### config.mk
export PLATFORM = sky130hd
export DESIGN_NAME = mips_run_monitor
export DESIGN_NICKNAME = d
export VERILOG_FILES = /design/src/rtl/mips_mon_pkg.sv /design/src/rtl/mips_trace_buf.sv /design/src/rtl/mips_run_monitor.sv
export SDC_FILE = /design/constraint.sdc
export NUM_CORES = 1
export LEC_CHECK = 0
export BUFFER_PORTS_ARGS = -buffer_cell sky130_fd_sc_hd__buf_2
export CAP_MARGIN = 20
export CORE_UTILIZATION = 32
export DETAILED_ROUTE_END_ITERATION = 7
export GPL_TIMING_DRIVEN = 0
export PLACE_DENSITY = 0.54
export SYNTH_ARGS = -nofsm -noshare
export SYNTH_HDL_FRONTEND = slang
export SYNTH_SLANG_ARGS = --single-unit
### constraint.sdc
create_clock -name clk -period 8.23 [get_ports clk]
set_input_delay 1.2345 -clock clk [delete_from_list [all_inputs] [get_ports clk]]
set_output_delay 1.2345 -clock clk [all_outputs]
set_load 0.02 [all_outputs]
### src/rtl/mips_mon_pkg.sv
// Shared types for the MIPS run monitor: controller states and trace entry sizing.
package mips_mon_pkg;
  typedef enum logic [2:0] {S_IDLE, S_RST_SEQ, S_RUN, S_DONE, S_TIMEOUT} state_t;

  // Packed trace entry is {reg addr, data}.
  function automatic int trace_entry_w(input int aw, input int dw);
    return aw + dw;
  endfunction
endpackage

### src/rtl/mips_trace_buf.sv
// Circular writeback trace: keeps the last DEPTH entries, read relative to the oldest.
module mips_trace_buf
  import mips_mon_pkg::*;
#(
  parameter int DEPTH = 16,
  parameter int AW    = 5,
  parameter int DW    = 32,
  localparam int TW   = $clog2(DEPTH)
) (
  input  logic          clk,
  input  logic          rst,
  input  logic          clr,
  input  logic          we,
  input  logic [AW-1:0] waddr,
  input  logic [DW-1:0] wdata,
  output logic [TW:0]   count,
  output logic          ovf,
  input  logic [TW-1:0] rd_idx,
  output logic [AW-1:0] rd_addr,
  output logic [DW-1:0] rd_data
);
  localparam int EW = trace_entry_w(AW, DW);
  localparam logic [TW:0] FULL = (TW+1)'(DEPTH);

  typedef struct packed {
    logic [AW-1:0] addr;
    logic [DW-1:0] data;
  } entry_t;

  logic [EW-1:0] mem [DEPTH];
  logic [TW-1:0] wr_ptr, oldest, rd_ptr;
  entry_t        rd_e;

  always_ff @(posedge clk) begin
    if (rst || clr) begin
      wr_ptr <= '0;
      count  <= '0;
      ovf    <= 1'b0;
    end else if (we) begin
      wr_ptr <= wr_ptr + 1'b1;
      if (count == FULL) ovf <= 1'b1;
      else               count <= count + 1'b1;
    end
  end

  // Contents need no reset; count alone decides which slots are valid.
  always_ff @(posedge clk) begin
    if (we) mem[wr_ptr] <= {waddr, wdata};
  end

  // Once full, wr_ptr points at the oldest surviving entry.
  assign oldest  = (count < FULL) ? '0 : wr_ptr;
  assign rd_ptr  = oldest + rd_idx;
  assign rd_e    = entry_t'(mem[rd_ptr]);
  assign rd_addr = rd_e.addr;
  assign rd_data = rd_e.data;
endmodule

### src/rtl/mips_run_monitor.sv
// Run controller for the MIPS core: reset sequencing, cycle/writeback counters,
// halt (PC self-loop) and timeout detection, plus a writeback trace.
module mips_run_monitor
  import mips_mon_pkg::*;
#(
  parameter int PC_WIDTH       = 32,
  parameter int DATA_WIDTH     = 32,
  parameter int REG_AW         = 5,
  parameter int RESET_CYCLES   = 4,
  parameter int HALT_CYCLES    = 8,
  parameter int TIMEOUT_CYCLES = 10000,
  parameter int TRACE_DEPTH    = 16,
  localparam int TW            = $clog2(TRACE_DEPTH)
) (
  input  logic                  clk,
  input  logic                  rst,
  input  logic                  start,
  output logic                  cpu_rst,
  input  logic [PC_WIDTH-1:0]   pc_in,
  input  logic                  wb_en,
  input  logic [REG_AW-1:0]     wb_addr,
  input  logic [DATA_WIDTH-1:0] wb_data,
  output logic                  running,
  output logic                  done,
  output logic                  timeout,
  output logic [31:0]           cycle_count,
  output logic [31:0]           wb_count,
  output logic [TW:0]           trace_count,
  output logic                  trace_ovf,
  input  logic [TW-1:0]         trace_idx,
  output logic [REG_AW-1:0]     trace_addr,
  output logic [DATA_WIDTH-1:0] trace_data
);
  localparam int RW = $clog2(RESET_CYCLES + 1);
  localparam int HW = $clog2(HALT_CYCLES);

  state_t                state;
  logic [RW-1:0]         rst_cnt;
  logic [PC_WIDTH-1:0]   pc_q;
  logic                  pc_vld;
  logic [HW-1:0]         same_cnt;
  logic                  new_run, wb_rec;

  assign new_run = start && (state == S_IDLE || state == S_DONE || state == S_TIMEOUT);
  assign wb_rec  = (state == S_RUN) && wb_en && (wb_addr != '0);

  always_ff @(posedge clk) begin
    if (rst) begin
      state       <= S_IDLE;
      cpu_rst     <= 1'b1;
      running     <= 1'b0;
      done        <= 1'b0;
      timeout     <= 1'b0;
      cycle_count <= '0;
      wb_count    <= '0;
      rst_cnt     <= '0;
      pc_q        <= '0;
      pc_vld      <= 1'b0;
      same_cnt    <= '0;
    end else begin
      case (state)
        S_IDLE, S_DONE, S_TIMEOUT: begin
          if (new_run) begin
            state       <= S_RST_SEQ;
            cpu_rst     <= 1'b1;
            done        <= 1'b0;
            timeout     <= 1'b0;
            cycle_count <= '0;
            wb_count    <= '0;
            rst_cnt     <= '0;
            pc_vld      <= 1'b0;
            same_cnt    <= '0;
          end
        end
        S_RST_SEQ: begin
          if (rst_cnt == RW'(RESET_CYCLES - 1)) begin
            state   <= S_RUN;
            cpu_rst <= 1'b0;
            running <= 1'b1;
          end else begin
            rst_cnt <= rst_cnt + 1'b1;
          end
        end
        S_RUN: begin
          if (cycle_count != '1) cycle_count <= cycle_count + 1'b1;
          if (wb_rec && wb_count != '1) wb_count <= wb_count + 1'b1;
          pc_q     <= pc_in;
          pc_vld   <= 1'b1;
          same_cnt <= (pc_vld && pc_in == pc_q) ? same_cnt + 1'b1 : '0;
          // same_cnt at HALT_CYCLES-1 means HALT_CYCLES identical samples already seen.
          if (same_cnt == HW'(HALT_CYCLES - 1)) begin
            state   <= S_DONE;
            running <= 1'b0;
            done    <= 1'b1;
          end else if (cycle_count == 32'(TIMEOUT_CYCLES - 1)) begin
            state   <= S_TIMEOUT;
            running <= 1'b0;
            timeout <= 1'b1;
          end
        end
        default: state <= S_IDLE;
      endcase
    end
  end

  mips_trace_buf #(
    .DEPTH (TRACE_DEPTH),
    .AW    (REG_AW),
    .DW    (DATA_WIDTH)
  ) u_trace (
    .clk     (clk),
    .rst     (rst),
    .clr     (new_run),
    .we      (wb_rec),
    .waddr   (wb_addr),
    .wdata   (wb_data),
    .count   (trace_count),
    .ovf     (trace_ovf),
    .rd_idx  (trace_idx),
    .rd_addr (trace_addr),
    .rd_data (trace_data)
  );
endmodule
---- Word level (Yosys, flattened, before mapping) ----
Memories as Yosys holds them, arrays and structs flattened.
Index checks and enable logic that the tools add are counted.
operators by class
  $add $sub $neg .......................... 7
  $lt $le $gt $ge ......................... 1
  eq/ne operators ......................... 20
  muxes and demuxes ....................... 32
  bitwise operators ....................... 1
  reduce and logical (&&, ||, !) cells .... 25
operator list
  operator                 number
  $pmux W32 S2             2
  $mux W32                 3
  $add A32 B1 Y32 const B  2
  $ne A32 B32 Y1 const B   2
  $eq A32 B14 Y1 const B   1
  $eq A32 B32 Y1           1
  $mux W3                  7
  $reduce_and A3 Y1        7
  $pmux W3 S2              2
  $mux W1                  11
  $ne A2 B1 Y1 const B     5
  $pmux W1 S2              5
  $eq A3 B2 Y1 const B     3
  $pmux W3 S3              1
  $add A3 B1 Y3 const B    2
  $eq A3 B3 Y1 const B     2
  $ne A2 B2 Y1 const B     3
  $reduce_and A2 Y1        3
  $reduce_bool A2 Y1       3
  $add A5 B1 Y5 const B    1
  $eq A5 B5 Y1 const B     1
  $logic_and A1 B1 Y1      5
  $lt A5 B5 Y1 const B     1
  $reduce_bool A5 Y1       1
  10 further kinds         12
storage, ports and cells
  flip-flop bits (word level) ............. 120
  RAM bits ................................ 592
  bits of input ports ..................... 77
  output and inout port bits .............. 111
  logic and storage cells ................. 101
  memories kept ........................... 1
memory list
  memory       words  bits a word  read ports  clocked after memory_dff  wr ports  RTL line              text
  u_trace.mem  16     37           1           0                         1         mips_trace_buf.sv:30  logic [EW-1:0] mem [DEPTH];

---- Depth between registers and ports, before layout ----
  depth in word-level cells ............... 6
  mapped depth ............................ 9
  gate-level depth less buffers ........... 7

---- Modules after synthesis ----
From an unflattened synthesis, not the netlist that was laid out.
second synthesis, totals
  cells, all modules ...................... 2202
  area total of the unflattened synthesis .. 30162.7 um2
modules (own cells, without submodules)
  module            instances  cells each  area each (um2)  seq. area each (um2)
  mips_trace_buf    1          1485        24323.3          17977.2
  mips_run_monitor  1          717         5839.4           2202.1

---- Worst setup path before layout ----
OpenSTA, ideal clock, no wires.
  path kind ............................... input to register
  from .................................... input port wb_addr[1]
  to ...................................... memory u_trace.mem[0][0] (netlist name), enable pin
  setup time .............................. 0.477 ns
  arrival time ............................ 4.632 ns
  data required time ...................... 7.753 ns
  setup slack ............................. 3.121 ns
  stages .................................. 5
  path buffers ............................ 1
  path through ............................ or3_1 -> o311a_1 -> clkbuf_1 -> nand2_1 -> nor3_1
between the ends
  word-level cells in the longest chain between the ends .. 4
ends and longest elaborated chain
  item                           RTL line                text
  start, declared                mips_run_monitor.sv:21  input logic [REG_AW-1:0] wb_addr,
  $reduce_bool A5 Y1             mips_run_monitor.sv:45  assign wb_rec = (state == S_RUN) && wb_en && (wb_addr != '0);
  $logic_and A1 B1 Y1            mips_run_monitor.sv:45
  $mux W1                        mips_trace_buf.sv:48    if (we) mem[wr_ptr] <= {waddr, wdata};
  $mux W1 (not written as such)  mips_trace_buf.sv:48
  end, declared                  mips_trace_buf.sv:30
No other way between the ends.

---- Final worst setup path ----
  from .................................... input port trace_idx[0]
  to ...................................... output port trace_data[2]
between the ends
  word-level cells in the longest chain between the ends .. 2
ends and longest elaborated chain
  item             RTL line                text
  start, declared  mips_run_monitor.sv:30  input logic [TW-1:0] trace_idx,
  $add A4 B4 Y4    mips_trace_buf.sv:53    assign rd_ptr = oldest + rd_idx;
  $mem_v2 Z16 W37  -
  end, declared    mips_run_monitor.sv:32  output logic [DATA_WIDTH-1:0] trace_data
No other way between the ends.

==> summary.txt <==
Status
  • Outcome: finished with violations
  • Violations in the final reports: DRC

Final layout
  • Post-layout nets: 2165
  • # fillers: around 8200
  • Area grow syn2layout: 19.7%
  • Share of layout cells above drive strength 1: 25.0%
  • Final non-filler cell area: 34500 µm²

Floorplan
  • Starting density of the core: between 30% and 40%
  • Core area: 88800 µm²
  • Die area: 91200 µm²
  • Die extent in y: 302 µm
  • Cell Rows: 109
  • Count of pins on the block boundary: 188
  • Horiz. Die Dim: just over 300 µm

Global routing
  • Global-route wire length before repair: 112 mm
  • Global-route layer with the greatest usage: met2
  • Met2 demand-to-capacity share in global routing: approximately 28%
  • Number of antenna violations at the first check in global routing: 8
  • Remaining global-route overflow: 0
  • Global routing met3 resource utilization: 3.82%
  • Met1 layer usage reported by global route: 20.9%
  • GRT Util Overall: 16.4%
  • Pin count of the biggest net entering global routing: 22
  • Number of global-route vias before repair: 17775

Timing
  • Worst max-slew margin expressed relative to the limit: 31.2%
  • Max Freq: roughly 0.15 GHz
  • Max-slew violation count: 0
  • Final count of hold timing violations: 0
  • Final worst-path cycle share: 81.8%
  • Final min period: 6730 ps
  • Total setup violations reported at the end of the flow: 0
  • Least-Margin Pin Slew: 1030 ps
  • Clock Skews: 35.6 ps
  • Unrepaired setup endpoints after global routing: no

CTS
  • Maximum clock insertion buffer count: 3
  • Clk slew on worst S/H paths: 60 ps
  • Count of hold buffers inserted by post-cts repair: 0
  • Clk sink count: between 700 and 800
  • Later-pin clock latency in the skew report: 650 ps
  • CTS root buf: clkbuf_16
  • Clock tree from TritonCTS: done
  • TritonCTS buffer count: 80
  • Post-CTS Setup Repair Bufs: 0
  • Deepest level of the CTS H-tree: 3
  • Number of instances resized during post-cts repair: 0

Setup path
  • Slowest cell on the critical path: buf_1
  • Crit Path Class: input pin to output port
  • Crit path buf inv count: 5
  • Critical path launch point: trace_idx[0]
  • Minimum setup slack among reg-to-reg paths: around 4300 ps
  • Worst R2R Path Depth: 8
  • Worst path required time: 7000 ps
  • Data arrival time at the worst-slack endpoint: 5500 ps
  • Slowest cell delay on critical path: just over 800 ps
  • Worst R2R Start: state[0]$_SDFFE_PP0P_
  • Crit-path leading delay family: buffers and inverters
  • CP Max Fanout: 10
  • Worst setup SP type: input pin
  • Type of destination of the critical path: output port
  • Terminus of the critical flop-to-flop path: u_trace.mem[0][27]$_DFFE_PP_
  • List of cells traversed by the critical path: buf_2 > ha_1 > fa_1 > buf_1 > buf_1 > clkbuf_1 > mux4_2 > nand2_1 > a31oi_1 > buf_2
  • Total number of cells along the worst setup path: 10
  • Last element of the critical path: trace_data[2]

Pwr
  • Peak supply drop: 0.184 mV
  • Comb power frac: 4.7%
  • Fraction of power consumed by sequential logic: 50.2%
  • Pleak: 0.0115 µW
  • Power consumption: 7780 µW
  • Proportion of power drawn by the clock network: a little under half
  • Net Sw Power: 1730 µW
  • Internal power component: 6050 µW
  • Power density normalized to cell area: 226 nW/µm²
  • Net Sw Frac: 22.2%

Drt
  • Wire length after detailed routing: 74.5 mm
  • Iter 0 DRT Violations: 1244
  • Post-detailed-route wirelength per cell: 22.6 µm
  • Via count of the routed design: 17029
  • Drt drc: 16
  • Routed via count divided by cell count: 5.16
  • Detailed Routing Iterations Pass 1: 8
  • Routed Antenna Nets: 0

Synth
  • Most used flip-flop cell after synthesis: edfxtp_1
  • Per-instance average area after synthesis: 16.3 µm²
  • Synth warnings: 0
  • Post-synthesis share of cell area spent on xor and xnor gates: 1.31%
  • Post-synth EDFFs: approximately 600
  • Post-synthesis share of cell area spent on full adders, half adders and majority gates: 0.721%
  • Number of distinct library cells after synthesis: 73
  • Async set or reset register ratio after synthesis: 0%
  • Post-synthesis share of cell area spent on and, or, nand and nor gates: 8.02%
  • Proportion of synthesized chip area in sequential cells: 70.1%
  • Synthesized netlist net count: 1865
  • Share of the synthesized area in compound gates (AO/OA/AOI/OAI): 6.26%
  • Syn Inst Count: 1772
  • Main combinational cell family by area after synthesis: multiplexers
  • Synthesized area: 28800 µm²
  • Seq cells post-synth: 712
  • Multiplexer share of the synthesized area: a little under an eighth

Placed design
  • Number of buffers inserted by port buffering: 186
  • RePlAce Congestion: 0.839
  • Post-detail-place hpwl: 50.8 mm
  • Standard cell area after detailed placement: ~32000 µm²

Flow run
  • Number of max-cap violations: 0

Min path
  • Hold WC Path Type: register to register
## cells in the mapped netlist (3+ instances only)
cell,count,share of area (%)
edfxtp_1,592,62
nand2_1,195,2.5
mux4_2,148,12
dfxtp_1,120,8.3
a21oi_1,86,1.5
clkbuf_1,60,0.78
nor2_1,51,0.66
a31oi_1,47,1.0
and2_1,45,0.98
a211oi_1,44,1.1
xor2_1,38,1.2
nand3_1,36,0.63
nand4_1,22,0.48
o22a_1,22,0.67
nor3_1,21,0.36
buf_2,19,0.33
inv_1,17,0.22
or4_1,17,0.44
nor4_1,16,0.35
o31ai_1,16,0.42
and3_1,15,0.33
buf_1,15,0.20
ha_1,15,0.65
and4_1,9,0.27
nand2b_1,9,0.20
o21ai_0,9,0.16
mux2i_1,7,0.24
buf_6,6,0.23
xnor2_1,5,0.15
o21ai_1,4,0.070
or3_1,4,0.087
a2111oi_0,3,0.091
a22oi_1,3,0.078
a2bb2oi_1,3,0.091
o211a_1,3,0.10
## cells by family (layout without fill, tap and decap cells)
kind of cell / Yosys count / in the layout
DFF: 712 / 712
other: 0 / 4
adders and majority gates: 16 / 16
buffers and inverters: 117 / 478
xor gates and xnor gates: 43 / 43
AOI/OAI and AO/OA: 267 / 267
muxes: 156 / 156
and+or+nand+nor: 461 / 461
## how the worst min path moves through the flow
stage	from	endpoint	slack [ps]	cells past startpoint
2_1_floorplan	pc_vld$_SDFFE_PP0P_	pc_vld$_SDFFE_PP0P_	420	2
3_3_place_gp	pc_vld$_SDFFE_PP0P_	pc_vld$_SDFFE_PP0P_	440	2
3_5_place_dp	pc_vld$_SDFFE_PP0P_	pc_vld$_SDFFE_PP0P_	440	2
4_1_cts	pc_vld$_SDFFE_PP0P_	pc_vld$_SDFFE_PP0P_	450	2
5_1_grt	pc_q[7]$_SDFFE_PP0P_	pc_q[7]$_SDFFE_PP0P_	470	2
6_report	pc_vld$_SDFFE_PP0P_	pc_vld$_SDFFE_PP0P_	450	2
## area by class of cell
| cell class | count | area [µm²] | area share (%) |
|---|---|---|---|
| diodes | 4 | 10.0 | 0.0290 |
| plain buffers | 100 | 444 | 1.29 |
| clock buffers | 98 | 2090 | 6.06 |
| clock inverters | 45 | 517 | 1.50 |
| inverters | 17 | 63.8 | 0.185 |
| multi-input cells | 943 | 8220 | 23.9 |
| flip-flops and latches | 712 | 20200 | 58.6 |
| well taps | 1165 | 1460 | 4.23 |
| repair buffers | 218 | 1480 | 4.29 |
## layer usage
metal  part of all wire, %  routed length [µm]
met4                   2.3                1700
met2                    50               37000
met5                 0.043                  32
met3                   6.5                4840
met1                    41               30900
## registers in the layout, indices dropped and copies added, names as in the netlist
register,cells
running,1
timeout,1
pc_vld,1
wb_count,32
u_trace.mem,592
rst_cnt,3
u_trace.count,5
u_trace.wr_ptr,4
cycle_count,32
state,3
pc_q,32
cpu_rst,1
same_cnt,3
done,1
u_trace.ovf,1
## metrics by stage
step / cells / setup WS, ps / TNS (ps) / util, % / hold slack, ps
2_1_floorplan: 1772 / 3120 / 0 / - / 423
3_3_place_gp: 3123 / -821 / -102330 / 35.1 / 445
3_5_place_dp: 3155 / 1450 / 0 / 35.9 / 437
6_report: 3302 / 1500 / 0 / 38.8 / 447
5_1_grt: 3299 / 1370 / 0 / 38.8 / 475
4_1_cts: 3298 / 1440 / 0 / 38.8 / 449
## power groups by stage
stage               clock network, µW  registers (µW)  logic (µW)
detailed placement                  0            3980         371
floorplan                           0            3980         205
global placement                    0            3980         365
finish                           3510            3900         364
CTS                              3600            3900         373
global route                     3720            3900         396
## layout by cell type, fill, tap and decap left out, types with 10 or more instances in the layout
cell | netlist | layout
edfxtp_1 | 592 | 592
nor2_1 | 51 | 39
ha_1 | 15 | 15
a211oi_1 | 44 | 44
or4_1 | 17 | 17
nand4_1 | 22 | 22
nand2_1 | 195 | 195
o22a_1 | 22 | 22
nor3_1 | 21 | 17
a21oi_1 | 86 | 86
clkinv_2 | 0 | 12
o31ai_1 | 16 | 16
and2_1 | 45 | 45
nor4_1 | 16 | 16
clkbuf_16 | 0 | 80
xor2_1 | 38 | 38
buf_2 | 19 | 205
buf_1 | 15 | 15
nor2_4 | 0 | 12
nand3_1 | 36 | 36
clkinv_1 | 0 | 14
inv_1 | 17 | 17
buf_12 | 0 | 10
mux4_2 | 148 | 148
buf_6 | 6 | 17
clkbuf_1 | 60 | 76
a31oi_1 | 47 | 47
and3_1 | 15 | 15
dfxtp_1 | 120 | 120
## worst min-delay path, cell delays in order, from the launching register on
cell and delay, ps:
dfxtp_1 310, nand2_1 50, nand2_1 40
No activity file was read; power rests on OpenSTA's default activity.
